**config.mk**
```make
export PLATFORM = sky130hd
export DESIGN_NAME = oitf_tracker
export DESIGN_NICKNAME = d
export VERILOG_FILES = /design/src/rtl/oitf_tracker_pkg.sv /design/src/rtl/oitf_entry.sv /design/src/rtl/oitf_tracker.sv
export SDC_FILE = /design/constraint.sdc
export NUM_CORES = 1
export LEC_CHECK = 0
export BUFFER_PORTS_ARGS = -buffer_cell sky130_fd_sc_hd__buf_2
export CORE_AREA = 2 2 71 73
export DETAILED_ROUTE_END_ITERATION = 10
export DIE_AREA = 0 0 73 75
export GPL_TIMING_DRIVEN = 0
export PLACE_DENSITY = 0.82
export SYNTH_ARGS = -nofsm -noshare
export SYNTH_HDL_FRONTEND = slang
export SYNTH_SLANG_ARGS = --single-unit
```
**constraint.sdc**
```tcl
create_clock -name clk -period 4 [get_ports clk]
set_clock_uncertainty 0.15 [all_clocks]
set_input_delay 0.2 -clock clk [delete_from_list [all_inputs] [get_ports clk]]
set_output_delay 0.2 -clock clk [all_outputs]
set_load 0.05 [all_outputs]
```
**src/rtl/oitf_tracker_pkg.sv**
```systemverilog
// Shared sizing for the outstanding-instruction tracker: register-address width
// and the entry-pointer width derived from the configured depth.
package oitf_tracker_pkg;

  localparam int RegAddrBusWidth = 5;

  // Pointer width for a power-of-two depth; a depth of 2 still needs one bit.
  function automatic int ptr_w_f(input int depth);
    return (depth <= 2) ? 1 : $clog2(depth);
  endfunction

endpackage

```
**src/rtl/oitf_entry.sv**
```systemverilog
// One tracker slot: valid bit plus {rdwen, rdidx, hi, lo} payload, with its own
// hazard compare bits against the dispatching instruction's operands.
module oitf_entry
  import oitf_tracker_pkg::*;
#(
  parameter int REG_AW = RegAddrBusWidth
) (
  input  logic              clk,
  input  logic              rst,
  input  logic              set_i,
  input  logic              clr_i,
  input  logic              flush_i,
  input  logic              rdwen_i,
  input  logic [REG_AW-1:0] rdidx_i,
  input  logic              hi_i,
  input  logic              lo_i,
  input  logic [REG_AW-1:0] rs1idx_i,
  input  logic [REG_AW-1:0] rs2idx_i,
  input  logic [REG_AW-1:0] rdidx_cmp_i,
  output logic              rs1_hit_o,
  output logic              rs2_hit_o,
  output logic              rd_hit_o,
  output logic              hi_hit_o,
  output logic              lo_hit_o
);

  logic              vld_q, vld_d;
  logic              rdwen_q, rdwen_d;
  logic [REG_AW-1:0] rdidx_q, rdidx_d;
  logic              hi_q, hi_d;
  logic              lo_q, lo_d;

  // Flush wins over everything; set and clear never target the same slot.
  always_comb begin
    vld_d   = vld_q;
    rdwen_d = rdwen_q;
    rdidx_d = rdidx_q;
    hi_d    = hi_q;
    lo_d    = lo_q;
    if (flush_i) begin
      vld_d = 1'b0;
    end else if (set_i) begin
      vld_d   = 1'b1;
      rdwen_d = rdwen_i;
      rdidx_d = rdidx_i;
      hi_d    = hi_i;
      lo_d    = lo_i;
    end else if (clr_i) begin
      vld_d = 1'b0;
    end
  end

  always_ff @(posedge clk or posedge rst) begin
    if (rst) begin
      vld_q   <= 1'b0;
      rdwen_q <= 1'b0;
      rdidx_q <= '0;
      hi_q    <= 1'b0;
      lo_q    <= 1'b0;
    end else begin
      vld_q   <= vld_d;
      rdwen_q <= rdwen_d;
      rdidx_q <= rdidx_d;
      hi_q    <= hi_d;
      lo_q    <= lo_d;
    end
  end

  assign rs1_hit_o = vld_q & rdwen_q & (rdidx_q == rs1idx_i);
  assign rs2_hit_o = vld_q & rdwen_q & (rdidx_q == rs2idx_i);
  assign rd_hit_o  = vld_q & rdwen_q & (rdidx_q == rdidx_cmp_i);
  assign hi_hit_o  = vld_q & hi_q;
  assign lo_hit_o  = vld_q & lo_q;

endmodule

```
**src/rtl/oitf_tracker.sv**
```systemverilog
// In-order outstanding-instruction FIFO: allocate at dispatch, retire at
// write-back, and flag RAW/WAW hazards on GPR, HI and LO against live entries.
module oitf_tracker
  import oitf_tracker_pkg::*;
#(
  parameter int DEPTH  = 4,
  parameter int PTR_W  = ptr_w_f(DEPTH),
  parameter int REG_AW = RegAddrBusWidth
) (
  input  logic              clk,
  input  logic              rst,
  input  logic              alc_vld,
  output logic              alc_rdy,
  input  logic              alc_rdwen,
  input  logic [REG_AW-1:0] alc_rdidx,
  input  logic              alc_hi,
  input  logic              alc_lo,
  output logic [PTR_W-1:0]  alc_ptr,
  input  logic              ret_vld,
  output logic [PTR_W-1:0]  ret_ptr,
  input  logic              flush,
  input  logic              rs1en,
  input  logic              rs2en,
  input  logic [REG_AW-1:0] rs1idx,
  input  logic [REG_AW-1:0] rs2idx,
  input  logic              rden,
  input  logic [REG_AW-1:0] rdidx,
  input  logic              rd_hi_en,
  input  logic              rd_lo_en,
  output logic              rs1_match,
  output logic              rs2_match,
  output logic              rd_match,
  output logic              hi_match,
  output logic              lo_match,
  output logic              empty,
  output logic              full,
  output logic [PTR_W:0]    count
);

  // Pointers carry an extra wrap bit so full and empty are distinguishable.
  logic [PTR_W:0] alc_ptr_q, alc_ptr_d;
  logic [PTR_W:0] ret_ptr_q, ret_ptr_d;
  logic           alc_fire, ret_fire;

  assign empty = (alc_ptr_q == ret_ptr_q);
  assign full  = (alc_ptr_q[PTR_W-1:0] == ret_ptr_q[PTR_W-1:0]) &&
                 (alc_ptr_q[PTR_W] != ret_ptr_q[PTR_W]);
  assign count   = alc_ptr_q - ret_ptr_q;
  assign alc_rdy = ~full;
  assign alc_ptr = alc_ptr_q[PTR_W-1:0];
  assign ret_ptr = ret_ptr_q[PTR_W-1:0];

  assign alc_fire = alc_vld & ~full & ~flush;
  assign ret_fire = ret_vld & ~empty & ~flush;

  always_comb begin
    alc_ptr_d = alc_ptr_q;
    ret_ptr_d = ret_ptr_q;
    if (flush) begin
      alc_ptr_d = '0;
      ret_ptr_d = '0;
    end else begin
      if (alc_fire) alc_ptr_d = alc_ptr_q + 1'b1;
      if (ret_fire) ret_ptr_d = ret_ptr_q + 1'b1;
    end
  end

  always_ff @(posedge clk or posedge rst) begin
    if (rst) begin
      alc_ptr_q <= '0;
      ret_ptr_q <= '0;
    end else begin
      alc_ptr_q <= alc_ptr_d;
      ret_ptr_q <= ret_ptr_d;
    end
  end

  logic [DEPTH-1:0] rs1_hits, rs2_hits, rd_hits, hi_hits, lo_hits;

  for (genvar g = 0; g < DEPTH; g++) begin : g_entry
    oitf_entry #(.REG_AW(REG_AW)) u_entry (
      .clk         (clk),
      .rst         (rst),
      .set_i       (alc_fire && (alc_ptr_q[PTR_W-1:0] == PTR_W'(g))),
      .clr_i       (ret_fire && (ret_ptr_q[PTR_W-1:0] == PTR_W'(g))),
      .flush_i     (flush),
      .rdwen_i     (alc_rdwen),
      .rdidx_i     (alc_rdidx),
      .hi_i        (alc_hi),
      .lo_i        (alc_lo),
      .rs1idx_i    (rs1idx),
      .rs2idx_i    (rs2idx),
      .rdidx_cmp_i (rdidx),
      .rs1_hit_o   (rs1_hits[g]),
      .rs2_hit_o   (rs2_hits[g]),
      .rd_hit_o    (rd_hits[g]),
      .hi_hit_o    (hi_hits[g]),
      .lo_hit_o    (lo_hits[g])
    );
  end

  // $zero is never a real producer, so index 0 is excluded from GPR hazards.
  assign rs1_match = rs1en & (|rs1idx) & (|rs1_hits);
  assign rs2_match = rs2en & (|rs2idx) & (|rs2_hits);
  assign rd_match  = rden  & (|rdidx)  & (|rd_hits);
  assign hi_match  = rd_hi_en & (|hi_hits);
  assign lo_match  = rd_lo_en & (|lo_hits);

endmodule

```
==> flow_metrics.tcl <==
set metrics [dict create \
    outcome "finished clean" \
    antenna_found_initial 0 \
    grt_max_degree 43 \
    met2_usage_pct 40.4 \
    fin_setup_tns_ps 0 \
    ir_drop_mv 0.413 \
    rows 25 \
    path_class "flip-flop to primary output" \
    syn_nets 296 \
    cts.sinks 42 \
    crit_required_ps 3650 \
    setup_ws_ps 1540 \
    dieArea_um2 5480 \
    rsz0062_at_grt "no" \
    drt-vias-per-instance 5.73 \
    drt_iter0_markers 110 \
    io_buffer_count 32 \
    layout_common_cells "xor2_1 (50), dfrtp_1 (42), buf_2 (32)" \
    period_needed_ps 2460 \
    vias 1990 \
    cts_max_path_buffers 2 \
    finalSetupViolations 0 \
    fin_hold_ws_ps 25.5 \
    synth.yosys.seq_area_share_pct 39.0 \
    initial_core_util_pct 57.9 \
    final_common_cell "xor2_1" \
    synthDistinctLibCells 27 \
    gr-usage-met1_pct 29.0 \
    cp_top_family "simple AND/OR/NAND/NOR gates" \
    syn_area_per_cell_um2 10.7 \
    power_density_nw_per_um2 493 \
    globalplace.congestion 0.936 \
    cp.arrival_ps 2110 \
    use_met3_pct 4.69 \
    grt_pass1_vias 2018 \
    hold_class "input port to flip-flop" \
    cap_violations 0 \
    max_slew_margin_pct 42.9 \
    crit_buf_inv 1 \
    dpl_worst_slack_ps 1870 \
    power_uw 1490 \
    grt-ovfl-total 0 \
    postRouteAntennaNets 0 \
    totalWireLength_um 5950 \
    synth_warnings 0 \
    netlist_area_um2 2700 \
    crit_path_end_kind "primary output" \
    p_leak_uw 0.00144 \
    crit_fanout 4 \
    gr-max-usage-layer "met2" \
    hpwl_um 4440 \
    cp-startpoint "g_entry[3].u_entry.rdidx_q[3]" \
    rr_startpoint "ret_ptr_q[1]" \
    grt_pass1_wl_um 9670 \
    drv_slew 0 \
    slowest_delay_ps 460 \
    firstDrtPassIters 4 \
    root_buffer "clkbuf_8" \
    wl_per_cell_um 17.1 \
    synth_area_leaders "dfrtp_1 (39%), xor2_1 (16%), mux2_2 (13%), xnor2_1 (4.9%), ha_1 (4.6%)" \
    cts_tree "yes" \
    final_min_period_over_clock_period_pct 61.4 \
    slowest_stage "dfrtp_1" \
    final_nets 336 \
    ys_seq_elements 42 \
    clkLatencyLatePin_ps 290 \
    yosys.area.top_type "dfrtp_1" \
    finalHoldViolCount 0 \
    pin_count 48 \
    drc_errors 0 \
    numCtsBuffers 5 \
    ctsResizeCount 0 \
    core_um2 4660 \
    antenna_cells 0 \
    htree_num_levels 2 \
    layout-drive-gt1-share_pct 28.3 \
    synth_top_area_share_pct 39.0 \
    die_w_um 73 \
    grt_util_all_layers_pct 23.9 \
    die_h_um 75 \
    cp-start-kind "flip-flop" \
    crit_chain "xor2_1 -> nor4_1 -> nand4_1 -> nand4_1 -> o311a_1 -> buf_2" \
    path_common_cell "nand4_1" \
    area_growth_pct 12.3 \
    min_from "alc_rdidx[1]" \
    fmax_ghz 0.407 \
    clk_pin_slew_ps 80 \
    tightest_slew_ps 855 \
    netlist_instances 252 \
]
[state kept, by name, indices dropped and copies added (netlist names)]
signal,cells
g_entry.u_entry.hi_q,4
ret_ptr_q,3
g_entry.u_entry.rdidx_q,20
g_entry.u_entry.rdwen_q,4
g_entry.u_entry.vld_q,4
g_entry.u_entry.lo_q,4
alc_ptr_q,3
[per-stage QoR]
step | std cells | util (%) | cell area, um2
after floorplan | 252 | - | 2700
after global placement | 338 | 62.8 | 2930
after detailed placement | 338 | 62.8 | 2930
after CTS | 347 | 65.0 | 3030
after global routing | 347 | 65.0 | 3030
final | 347 | 65.0 | 3030
[cells by family after synthesis]
group                      after synthesis  synth area share (%)
AOI/OAI and AO/OA                       14                  3.94
xor gates and xnor gates                66                  21.7
adders and majority gates               11                  5.38
buffers and inverters                   29                  4.59
DFF                                     42                  39.0
muxes                                   32                  13.4
and+or+nand+nor                         58                  12.1
[power by group]
group	internal (uW)	leakage, uW	total (uW)	switching (uW)
clock	139	0.0000472	285	147
combinational	240	0.000854	515	275
sequential	530	0.000536	692	162
[Yosys cell counts, drive strengths merged]
master and instances:
xnor2 15, a21oi 3, nand3b 3, ha 10, or3 3, fa 1, inv 9, nand4 15
clkbuf 13, a21boi 2, nand2 14, o21a 1, nor4 12, nor2 8, a22oi 4, xor2 51
o311a 3, mux2 32, a31o 1, buf 7, nand3 3, dfrtp 42
[per-layer routing]
layer / routed length, um / up-vias
li1: - / 938
met1: 2530 / 953
met2: 2880 / 84
met3: 341 / 15
met4: 189 / 0
met5: 0 / -
[layout make-up]
cell class	instances	area, um2
fill	378	1630
multi-input combinational	181	1520
sequential	42	1050
timing repair buffer	33	170
buffer	20	90.1
clock buffer	6	82.6
tap	54	67.6
inverter	9	33.8
clock inverter	2	12.5
[worst paths after layout]
check | slack [ps] | end | cells past startpoint
min | 30 | g_entry[1].u_entry.rdidx_q[1] | 2
max | 1540 | rs2_match | 6
max in group asynchronous | 2690 | g_entry[1].u_entry.rdidx_q[0] | 3
max reg2reg | 1880 | g_entry[3].u_entry.rdidx_q[2] | 6
min reg2reg | 360 | g_entry[0].u_entry.hi_q | 1
min in group asynchronous | 470 | g_entry[1].u_entry.rdidx_q[1] | 3
[what timing repair did]
action                                 4_1_cts  5_1_grt
endpoints found under the hold margin       42        0
hold buffers                                 1        0
setup buffers                                0        0
No activity file was read; power rests on OpenSTA's default activity.
